## src/rtl/mdio_phy_responder.sv

```systemverilog
// Clause-22 MDIO PHY-side responder: oversampled MDC/MDIO, 32x16 register file, tristate read-back.
// Outputs update one CLK after the detected MDC rise; the bus has no backpressure, every MDC bit is consumed.
module mdio_phy_responder #(
    parameter logic [4:0]  PHY_ADDR = 5'd1,
    parameter int          PRE_LEN  = 32,
    parameter logic [15:0] PHY_ID1  = 16'h0141,
    parameter logic [15:0] PHY_ID2  = 16'h0CC2
) (
    input  logic        CLK,
    input  logic        RST_N,
    input  logic        mdc_i,
    input  logic        mdio_i,
    output logic        mdio_o,
    output logic        mdio_oe,
    output logic        wr_valid,
    output logic [4:0]  wr_regad,
    output logic [15:0] wr_data,
    output logic [7:0]  err_cnt
);
    localparam int              PW      = $clog2(PRE_LEN + 1);
    localparam logic [PW-1:0]   PRE_MAX = PW'(PRE_LEN);

    typedef enum logic [2:0] {
        S_PRE, S_ST1, S_OP, S_PHYAD, S_REGAD, S_TA, S_DATA
    } state_t;

    state_t        state;
    logic [2:0]    mdc_sync;
    logic [1:0]    mdio_sync;
    logic          mdc_rise;
    logic          bit_in;
    logic [PW-1:0] pre_cnt;
    logic [3:0]    bit_cnt;
    logic          op_b0;
    logic          is_rd;
    logic          drive;
    logic [4:0]    phyad;
    logic [4:0]    regad;
    logic [15:0]   shreg;
    logic [15:0]   rf [32];
    logic          addr_hit;
    logic [15:0]   wdata;

    // mdc_sync[2] is the previous synchronized MDC, used only for edge detection.
    always_ff @(posedge CLK or negedge RST_N) begin
        if (!RST_N) begin
            mdc_sync  <= '0;
            mdio_sync <= '0;
        end else begin
            mdc_sync  <= {mdc_sync[1:0], mdc_i};
            mdio_sync <= {mdio_sync[0], mdio_i};
        end
    end

    assign mdc_rise = mdc_sync[1] & ~mdc_sync[2];
    assign bit_in   = mdio_sync[1];
    assign addr_hit = (phyad == PHY_ADDR);
    assign wdata    = {shreg[14:0], bit_in};

    always_ff @(posedge CLK or negedge RST_N) begin
        if (!RST_N) begin
            state    <= S_PRE;
            pre_cnt  <= '0;
            bit_cnt  <= '0;
            op_b0    <= 1'b0;
            is_rd    <= 1'b0;
            drive    <= 1'b0;
            phyad    <= '0;
            regad    <= '0;
            shreg    <= '0;
            mdio_o   <= 1'b1;
            mdio_oe  <= 1'b0;
            wr_valid <= 1'b0;
            wr_regad <= '0;
            wr_data  <= '0;
            err_cnt  <= '0;
            for (int i = 0; i < 32; i++)
                rf[i] <= (i == 2) ? PHY_ID1 : (i == 3) ? PHY_ID2 : 16'h0000;
        end else begin
            wr_valid <= 1'b0;
            if (mdc_rise) begin
                case (state)
                    S_PRE: begin
                        if (bit_in) begin
                            if (pre_cnt != PRE_MAX)
                                pre_cnt <= pre_cnt + PW'(1);
                        end else begin
                            if (pre_cnt == PRE_MAX)
                                state <= S_ST1;
                            pre_cnt <= '0;
                        end
                    end
                    S_ST1: begin
                        bit_cnt <= '0;
                        if (bit_in) begin
                            state <= S_OP;
                        end else begin
                            state <= S_PRE;
                            if (err_cnt != 8'hFF)
                                err_cnt <= err_cnt + 8'd1;
                        end
                    end
                    S_OP: begin
                        op_b0 <= bit_in;
                        if (bit_cnt == 4'd1) begin
                            bit_cnt <= '0;
                            if (op_b0 != bit_in) begin
                                is_rd <= op_b0;
                                state <= S_PHYAD;
                            end else begin
                                state <= S_PRE;
                                if (err_cnt != 8'hFF)
                                    err_cnt <= err_cnt + 8'd1;
                            end
                        end else begin
                            bit_cnt <= bit_cnt + 4'd1;
                        end
                    end
                    S_PHYAD: begin
                        phyad <= {phyad[3:0], bit_in};
                        if (bit_cnt == 4'd4) begin
                            bit_cnt <= '0;
                            state   <= S_REGAD;
                        end else begin
                            bit_cnt <= bit_cnt + 4'd1;
                        end
                    end
                    S_REGAD: begin
                        regad <= {regad[3:0], bit_in};
                        if (bit_cnt == 4'd4) begin
                            bit_cnt <= '0;
                            state   <= S_TA;
                        end else begin
                            bit_cnt <= bit_cnt + 4'd1;
                        end
                    end
                    S_TA: begin
                        // First TA edge: drive 0 for the second TA bit window.
                        if (bit_cnt == 4'd0) begin
                            bit_cnt <= 4'd1;
                            drive   <= is_rd && addr_hit;
                            if (is_rd && addr_hit) begin
                                mdio_oe <= 1'b1;
                                mdio_o  <= 1'b0;
                            end
                        end else begin
                            bit_cnt <= '0;
                            state   <= S_DATA;
                            shreg   <= rf[regad];
                            if (drive)
                                mdio_o <= rf[regad][15];
                        end
                    end
                    S_DATA: begin
                        shreg <= wdata;
                        if (drive)
                            mdio_o <= shreg[14];
                        if (bit_cnt == 4'd15) begin
                            state   <= S_PRE;
                            pre_cnt <= '0;
                            bit_cnt <= '0;
                            drive   <= 1'b0;
                            mdio_oe <= 1'b0;
                            mdio_o  <= 1'b1;
                            if (!is_rd && addr_hit) begin
                                wr_valid <= 1'b1;
                                wr_regad <= regad;
                                wr_data  <= wdata;
                                if (regad != 5'd2 && regad != 5'd3)
                                    rf[regad] <= wdata;
                            end
                        end else begin
                            bit_cnt <= bit_cnt + 4'd1;
                        end
                    end
                    default: state <= S_PRE;
                endcase
            end
        end
    end
endmodule

```

## config.mk

```make
export PLATFORM = sky130hd
export DESIGN_NAME = mdio_phy_responder
export DESIGN_NICKNAME = d
export VERILOG_FILES = /design/src/rtl/mdio_phy_responder.sv
export SDC_FILE = /design/constraint.sdc
export NUM_CORES = 1
export LEC_CHECK = 0
export CAP_MARGIN = 15
export CORE_UTILIZATION = 45
export DETAILED_ROUTE_END_ITERATION = 6
export DONT_BUFFER_PORTS = 1
export PLACE_DENSITY_LB_ADDON = 0.25
export SYNTH_ARGS = -nofsm -noshare
export SYNTH_HDL_FRONTEND = slang
export SYNTH_SLANG_ARGS = --single-unit
```

## constraint.sdc

```tcl
create_clock -name CLK -period 3.7 [get_ports CLK]
set_input_delay 1.11 -clock CLK [delete_from_list [all_inputs] [get_ports CLK]]
set_output_delay 1.11 -clock CLK [all_outputs]
set_load 0.1 [all_outputs]
```

# Yosys cells after proc, flatten, opt, wreduce, memory -nomap -nowiden
# Index checks and enable logic that the tools add are counted.
[word_totals] regBits=590 input_bits=4 out_inout_bits=32 elab_cells=162
[classes] addsub=3 order_cmp=2 n_eq_ne=31 muxes=48 bitwise_logic=3 reduce_logical=26
[ops] op="$bwmux W512" n=1
[ops] op="$bmux W16 S5" n=1
[ops] op="$demux W16 S5" n=1
[ops] op="$mux W16" n=3
[ops] op="$mux W8" n=4
[ops] op="$pmux W15 S2" n=1
[ops] op="$ne A2 B2 Y1 const B" n=11
[ops] op="$mux W3" n=7
[ops] op="$pmux W3 S7" n=1
[ops] op="$pmux W4 S5" n=1
[ops] op="$reduce_and A5 Y1" n=4
[ops] op="$mux W6" n=3
[ops] op="$pmux W8 S2" n=1
[ops] op="$reduce_and A4 Y1" n=4
[ops] op="$mux W15" n=1
[ops] op="$mux W1" n=14
[ops] op="$mux W4" n=3
[ops] op="$ne A3 B3 Y1 const B" n=4
[ops] op="$pmux W6 S2" n=1
[ops] op="$ne A5 B2 Y1 const B" n=2
[ops] op="$eq A3 B3 Y1 const B" n=3
[ops] op="$add A8 B1 Y8 const B" n=1
[ops] op="$ne A8 B8 Y1 const B" n=1
[ops] op="$reduce_and A2 Y1" n=4
[ops] op="other kinds (27)" n=36

# Logic depth before layout (Yosys ltp)
# Gate-level depths: netlist (run 1).
[depth] depth_word=7 mapped_depth=9 depth_no_buf=7

# Worst setup path before layout (run 1)
# Ideal clock, no wire load.
[synth_timing] path_type="register to register" startpoint="register bit_cnt[0]" endpoint="register rf[293] (netlist name)" setup_ns=0.125 t_arrival_ns=2.165 t_required_ns=3.575 slack_ns=1.410 stages_incl_launch_ff=10 n_path_buf=3 period_less_slack_ns=2.290 cell_sequence="dfrtp_1 -> ha_1 -> nand3_1 -> nor4_1 -> buf_4 -> nand2_4 -> buf_6 -> nor3_4 -> buf_8 -> mux2_4"
[synth_via] elab_chain_len=2
[synth_rtl] item="start: declaration" line_no="33" source="logic [3:0] bit_cnt;"
[synth_rtl] item="start signal: assignment" line_no="116" source="bit_cnt <= bit_cnt + 4'd1;"
[synth_rtl] item="start signal: assignment" line_no="125" source="bit_cnt <= bit_cnt + 4'd1;"
[synth_rtl] item="start signal: assignment" line_no="134" source="bit_cnt <= bit_cnt + 4'd1;"
[synth_rtl] item="$eq A4 B4 Y1" line_no="158" source="if (bit_cnt == 4'd15) begin"
[synth_rtl] item="$reduce_and A5 Y1 (no line)"
[synth_rtl] item="end signal: indexed assignment" line_no="78" source="rf[i] <= (i == 2) ? PHY_ID1 : (i == 3) ? PHY_ID2 : 16'h0000;"
[synth_rtl] item="end signal: indexed assignment" line_no="170" source="rf[regad] <= wdata;"
[synth_rtl] item="end: declaration" line_no="40" source="logic [15:0] rf [32];"
# Every way passes these cells.
# A chain may end at the register's enable or synchronous reset.

# Worst setup path in the final report (run 1)
[layout_timing] startpoint="register bit_cnt[0]" endpoint="register rf[498] (netlist name)"
# The elaborated chain is that of the path after synthesis.

==> results of run 1 <==
## registers in the layout, indices dropped and copies added, names as in the netlist, 2 cells and up
| name | cells |
|---|---|
| state | 3 |
| mdio_sync | 2 |
| rf | 512 |
| wr_regad | 5 |
| wr_data | 16 |
| pre_cnt | 6 |
| bit_cnt | 4 |
| mdc_sync | 3 |
| err_cnt | 8 |
| shreg | 15 |
| regad | 5 |
| phyad | 5 |
## cell type report
type / instances / area share (%)
Sequential cell: 590 / 49.0
Multi-Input combinational cell: 1147 / 38.6
Clock buffer: 104 / 6.83
Tap cell: 782 / 3.24
Timing Repair Buffer: 66 / 1.81
Clock inverter: 16 / 0.460
Inverter: 6 / 0.0746
Antenna cell: 1 / 0.00828
## routing by layer
layer | vias to the layer above | global-route usage [%] | routed length (um)
met5 | - | 0 | 0
met4 | 0 | 8.27 | 1910
met3 | 111 | 3.83 | 4250
met2 | 501 | 36.7 | 33700
met1 | 8778 | 34.9 | 33500
li1 | 6982 | - | -
## power groups by stage
stage	sequential, mW	combinational (mW)	clock (mW)
after global placement	6.59	0.0287	0
after detailed placement	6.59	0.0301	0
after floorplan	6.58	0.0241	0
final	6.47	0.0295	6.61
after CTS	6.47	0.0301	6.76
after global routing	6.47	0.0340	7.01
## cell usage in the layout, fill, tap and decap left out, types with 10 or more instances in the layout
| cell | instances |
|---|---|
| dfrtp_1 | 573 |
| clkbuf_8 | 12 |
| nor4_1 | 17 |
| o21ai_0 | 23 |
| a31oi_1 | 14 |
| nand4_1 | 10 |
| nor2_1 | 37 |
| buf_4 | 62 |
| mux2_4 | 60 |
| mux2i_1 | 168 |
| mux4_2 | 45 |
| o22ai_1 | 84 |
| clkbuf_1 | 19 |
| nor2b_1 | 11 |
| mux2_2 | 462 |
| nand3_1 | 11 |
| a211oi_1 | 12 |
| clkbuf_16 | 73 |
| a21oi_1 | 21 |
| nand2_1 | 36 |
| clkinv_2 | 11 |
## worst max-delay path by stage
stage / end / slack, ns / cells past startpoint
CTS: rf[498]$_DFFE_PN0P_ / 0.62 / 8
floorplan: rf[293]$_DFFE_PN0P_ / 1.41 / 9
finish: rf[498]$_DFFE_PN0P_ / 0.58 / 8
global placement: mdio_o$_DFFE_PN1P_ / 0.66 / 6
detailed placement: rf[498]$_DFFE_PN0P_ / 0.65 / 8
global route: shreg[12]$_DFFE_PN0P_ / 0.43 / 6
## through the flow
stage / area [sq um] / util [%] / hold WS [ns] / total power, mW / worst slack, ns
6_report: 30200 / 50.0 / 0.219 / 13.1 / 0.578
5_1_grt: 30200 / 50.0 / 0.197 / 13.5 / 0.433
4_1_cts: 30200 / 50.0 / 0.198 / 13.3 / 0.616
3_5_place_dp: 28000 / 46.4 / 0.342 / 6.62 / 0.645
3_3_place_gp: 28000 / 46.4 / 0.336 / 6.62 / 0.657
2_1_floorplan: 27500 / - / 0.331 / 6.61 / 1.41
## cell families after synthesis
family,count (synthesis),synth area share (%)
AO/OA/AOI/OAI,193,4.63
XOR/XNOR,10,0.319
adder cells (fa/ha/maj),6,0.273
buffers and inverters,201,3.80
flip-flops,590,53.8
multiplexers,735,32.0
AND/OR/NAND/NOR,203,5.19
==> results.json, run 1 <==
{
  "rr_worst_depth": 8,
  "seq_area_frac_synth_pct": 53.8,
  "p_comb_share_pct": 0.2,
  "syn_area_sq_mm": 0.0275,
  "rows": 90,
  "overflow": 0,
  "ys_types": 76,
  "drtIter0Drc": 1638,
  "crit_path_max_fanout": 13,
  "grt_usage_pct": 24.1,
  "antenna_found_initial": 0,
  "grt_pass1_vias": 17000,
  "setup_viol": 0,
  "cts_resized": 0,
  "sw_frac_of_total_pct": 20.4,
  "drcViolationCount": 0,
  "final_cells": 2712,
  "switchingPower_mw": 2.67,
  "yosysMostFrequentCell": "dfrtp_1",
  "syn2layout_area_growth_pct": 9.93,
  "ios": 36,
  "start_util_pct": 45.5,
  "fin_nets": 1887,
  "regArea_sq_mm": 0.0148,
  "yosysWarnings": 0,
  "worstPathCellList": "ha_1, nand3_1, nor4_2, buf_4, nand2_4, nor3_4, buf_4, mux2_2",
  "cts_buffers": 66,
  "synth_ff_type": "dfrtp_1",
  "critPathCaptureType": "flip-flop",
  "critPathTopFamily": "simple AND/OR/NAND/NOR gates",
  "leakage_nw": 13.9,
  "ys_ff_latch": 590,
  "multi_input_area_sq_mm": 0.0117,
  "p_per_area_mw_per_mm2": 434,
  "cp.arrival_ns": 3.60,
  "clockPowerShare_pct": 50.4,
  "final_max_slew_viol_count": 482,
  "ant_nets": 0,
  "synth_common_cells": "dfrtp_1 (581), mux2_2 (462), mux2i_1 (168)",
  "rsz0062_at_grt": "no",
  "timing.rr.end": "rf[498]$_DFFE_PN0P_",
  "hold_path_class": "input pin to asynchronous set/reset pin",
  "clockBufferDepth": 3,
  "avgRoutedWirePerCell_um": 27.0,
  "fp.dieH_um": 249,
  "hpwl_um": 46200,
  "gp_congestion": 0.907,
  "avgSynthCellArea_sq_um": 14.2,
  "holdBufCountCts": 0,
  "core-area_sq_mm": 0.0604,
  "syn_inst": 1938,
  "clk_latency_ns": 0.60,
  "portBuffers": 0,
  "start_kind": "flip-flop",
  "grt_max_degree": 591,
  "fillers": 5076,
  "crit_top_cell": "buf_4",
  "internal_power_mw": 10.4,
  "drt_pass1_iterations": 6,
  "die_area_sq_mm": 0.0621,
  "cap_violations": 0,
  "finalCritPeriodShare_pct": 84.4,
  "dp_cells": 2591,
  "wirelength_um": 73300,
  "violations": "max-slew violations",
  "h-tree-depth": 3,
  "critPathKind": "flip-flop to flip-flop",
  "reg2reg_slack_ns": 0.58,
  "tritoncts": "done",
  "cts_sinks": 590,
  "synth_nets": 1948,
  "clkTransAtPathRegs_ns": 0.06,
  "seq_power_share_pct": 49.4,
  "max-slew-margin-rel_pct": -88.4,
  "async_flop_share_pct": 100,
  "worstPathRequired_ns": 4.18,
  "grt_pass1_wl_um": 112000,
  "setup_tns_ns": 0,
  "cts_root_buffer": "clkbuf_16",
  "synth_edf_count": 0,
  "r2r_start": "bit_cnt[0]$_DFFE_PN0P_",
  "finalCriticalPeriod_ns": 3.12,
  "synth.area.top_cells": "dfrtp_1 (53%), mux2_2 (19%), mux2i_1 (6.1%), mux4_2 (3.7%), mux2_4 (3.3%)",
  "crit_start": "bit_cnt[0]$_DFFE_PN0P_",
  "final_hold_viol_count": 0,
  "skew_ns": 0.0166,
  "status": "finished with violations",
  "cpPeakStageDelay_ns": 0.63,
  "drive_gt1_share_pct": 41.0,
  "netlist.area_leader.share_pct": 52.9,
  "max_freq_mhz": 320,
  "slowest_stage": "nor3_4",
  "via_per_inst": 6.04,
  "num_vias": 16400,
  "post_cts_buffers": 0,
  "ir_drop_v": 0.000307,
  "yosys.area.top_type": "dfrtp_1",
  "tightestPinTransition_ns": 2.83,
  "critPathBufInv": 2,
  "dieWidth_um": 249
}
Note: power is estimated with default switching activity, not from simulation.
==> run 2, diff against run 1 <==
==> constraint.sdc (replaced) <==
create_clock -name CLK -period 2.7 [get_ports CLK]
set_input_delay 0.81 -clock CLK [delete_from_list [all_inputs] [get_ports CLK]]
set_output_delay 0.81 -clock CLK [all_outputs]
set_load 0.1 [all_outputs]
==> run 2 against run 1 <==
  * Global-route usage down 0.29 points
  * The run ends with negative hold slack, max-slew violations left
  * Register-to-register slack worse by 0.47 ns
  * Via count up 1.3%
  * Total power up 36%
  * Critical endpoint is now regad[0]$_DFFE_PN0P_
  * Wire length down 0.92%
  * Worst hold slack worse by 0.30 ns
  * Highest routed layer unchanged
  * Utilization up 1.3 points
  * Clock skew up 0.0055 ns
==> results.json, run 2 (synthesis results as in run 1) <==
{
  "status": "finished with violations",
  "violations": "negative hold slack, max-slew violations",
  "via_per_inst": 5.95,
  "final_max_slew_viol_count": 360,
  "drcViolationCount": 0,
  "h-tree-depth": 3,
  "antenna_found_initial": 0,
  "max-slew-margin-rel_pct": -99.5,
  "switchingPower_mw": 3.61,
  "diodes": 0,
  "dpl_cell_area_sq_mm": 0.0288,
  "p_per_area_mw_per_mm2": 574,
  "worstPathRequired_ns": 2.35,
  "drt_pass1_iterations": 4,
  "rr_worst_depth": 6,
  "cts_sinks": 590,
  "portBuffers": 0,
  "hold_path_class": "input pin to asynchronous set/reset pin",
  "start_util_pct": 45.5,
  "r2r_start": "regad[1]$_DFFE_PN0P_",
  "grt_pass1_wl_um": 111000,
  "num_vias": 16600,
  "tightestPinTransition_ns": 2.99,
  "critPathCaptureType": "asynchronous set/reset pin",
  "wl_met2_um": 33500,
  "start_kind": "input pin",
  "cts_root_buffer": "clkbuf_16",
  "cp.arrival_ns": 2.28,
  "crit_path_max_fanout": 590,
  "internal_power_mw": 14.2,
  "ant_nets": 0,
  "fillers": 5076,
  "grt_pass1_vias": 17200,
  "setup_viol": 0,
  "skew_ns": 0.0220,
  "wirelength_um": 72700,
  "critPathKind": "input pin to asynchronous set/reset pin",
  "leakage_nw": 14.3,
  "dieWidth_um": 249,
  "grt_max_degree": 591,
  "fin_nets": 1972,
  "layout.cells.most_common_list": "dfrtp_1 (578), mux2_2 (462), mux2i_1 (168), buf_4 (130), o22ai_1 (84)",
  "timing.rr.end": "mdio_o$_DFFE_PN1P_",
  "core-area_sq_mm": 0.0604,
  "rsz0062_at_grt": "no",
  "reg.largest.list": "rf: 512 flops, wr_data: 16 flops, shreg: 15 flops",
  "syn2layout_area_growth_pct": 12.8,
  "cap_violations": 0,
  "final_hold_viol_count": 103,
  "design_area_sq_mm": 0.0310,
  "fp.dieH_um": 249,
  "maxUsedRoutingLayer": "met4",
  "regArea_sq_mm": 0.0148,
  "clockPowerShare_pct": 49.9,
  "sw_frac_of_total_pct": 20.3,
  "finalCritPeriodShare_pct": 97.5,
  "layout_commonest_cell": "dfrtp_1",
  "ios": 36,
  "fin_util_pct": 51.4,
  "p_comb_share_pct": 0.3,
  "avgRoutedWirePerCell_um": 26.1,
  "crit_start": "RST_N",
  "rows": 90,
  "die_area_sq_mm": 0.0621,
  "reg2reg_slack_ns": 0.11,
  "hpwl_um": 46400,
  "multi_input_area_sq_mm": 0.0117,
  "wl_met3_um": 3380,
  "finalCriticalPeriod_ns": 2.63,
  "clkTransAtPathRegs_ns": 0.06,
  "max_freq_mhz": 380,
  "regMostFlops": "rf",
  "cts_buffers": 66,
  "gp_congestion": 0.857,
  "largest_reg_flops": 512,
  "whs_ns": -0.0838,
  "overflow": 0,
  "m1WireLength_um": 33400,
  "tritoncts": "done",
  "drive_gt1_share_pct": 43.2,
  "drtIter0Drc": 1395,
  "ir_drop_v": 0.000378,
  "clockBufferDepth": 3,
  "clk_latency_ns": 0.61,
  "grt_usage_pct": 23.8,
  "seq_power_share_pct": 49.8
}
-- run 2: cell count changes in the layout (fill, tap and decap cells not counted), sizes merged --
cell | before | now
bufinv | 2 | 4
clkinvlp | 2 | 0
clkinv | 12 | 5
inv | 6 | 9
buf | 66 | 149
diode | 1 | 0
clkbuf | 104 | 102
-- run 2: worst max path at each step --
stage,end,slack (ns),cells past startpoint
global route,mdio_o$_DFFE_PN1P_,0.02,6
CTS,rf[112]$_DFFE_PN0P_,0.01,8
finish,regad[0]$_DFFE_PN0P_,0.07,0
global placement,mdio_o$_DFFE_PN1P_,-0.09,6
detailed placement,mdio_o$_DFFE_PN1P_,-0.08,6
floorplan,rf[293]$_DFFE_PN0P_,0.41,9
-- run 2: timing repair --
item                                   in CTS  in global routing
setup buffers                               0                  6
gates resized for setup                     2                  3
setup endpoints to repair                 254                186
endpoints found under the hold margin     581                233
gates cloned                                0                  2
pin swaps                                   0                  3
-- run 2: power by group through the flow --
| stage | logic (mW) | clock network [mW] | registers [mW] |
|---|---|---|---|
| 6_report | 0.0482 | 8.89 | 8.87 |
| 3_3_place_gp | 0.0468 | 0 | 9.02 |
| 3_5_place_dp | 0.0470 | 0 | 9.02 |
| 2_1_floorplan | 0.0330 | 0 | 9.02 |
| 5_1_grt | 0.0535 | 9.43 | 8.86 |
| 4_1_cts | 0.0477 | 9.09 | 8.86 |
-- run 2: metrics by stage --
step	instances	TNS, ns	setup slack, ns	power [mW]
global route	2788	0	0.0200	18.3
floorplan	1938	0	0.410	9.06
detailed placement	2668	-3.22	-0.0810	9.07
global placement	2668	-0.108	-0.0933	9.07
finish	2788	0	0.0669	17.8
CTS	2780	0	0.0148	18.0
-- run 2: final cells by class --
cell class,instances,share of cell area (%)
clock inverters,12,0.565
multi-input cells,1147,37.7
well taps,782,3.16
repair buffers,151,4.54
inverters,6,0.0726
flip-flops and latches,590,47.7
clock buffers,100,6.26
-- run 2: per-layer routing --
metal | GRT usage [%] | vias to the layer above
met5 | 0 | -
met4 | 9.49 | 0
met2 | 36.7 | 421
li1 | - | 7139
met3 | 3.75 | 139
met1 | 33.7 | 8884
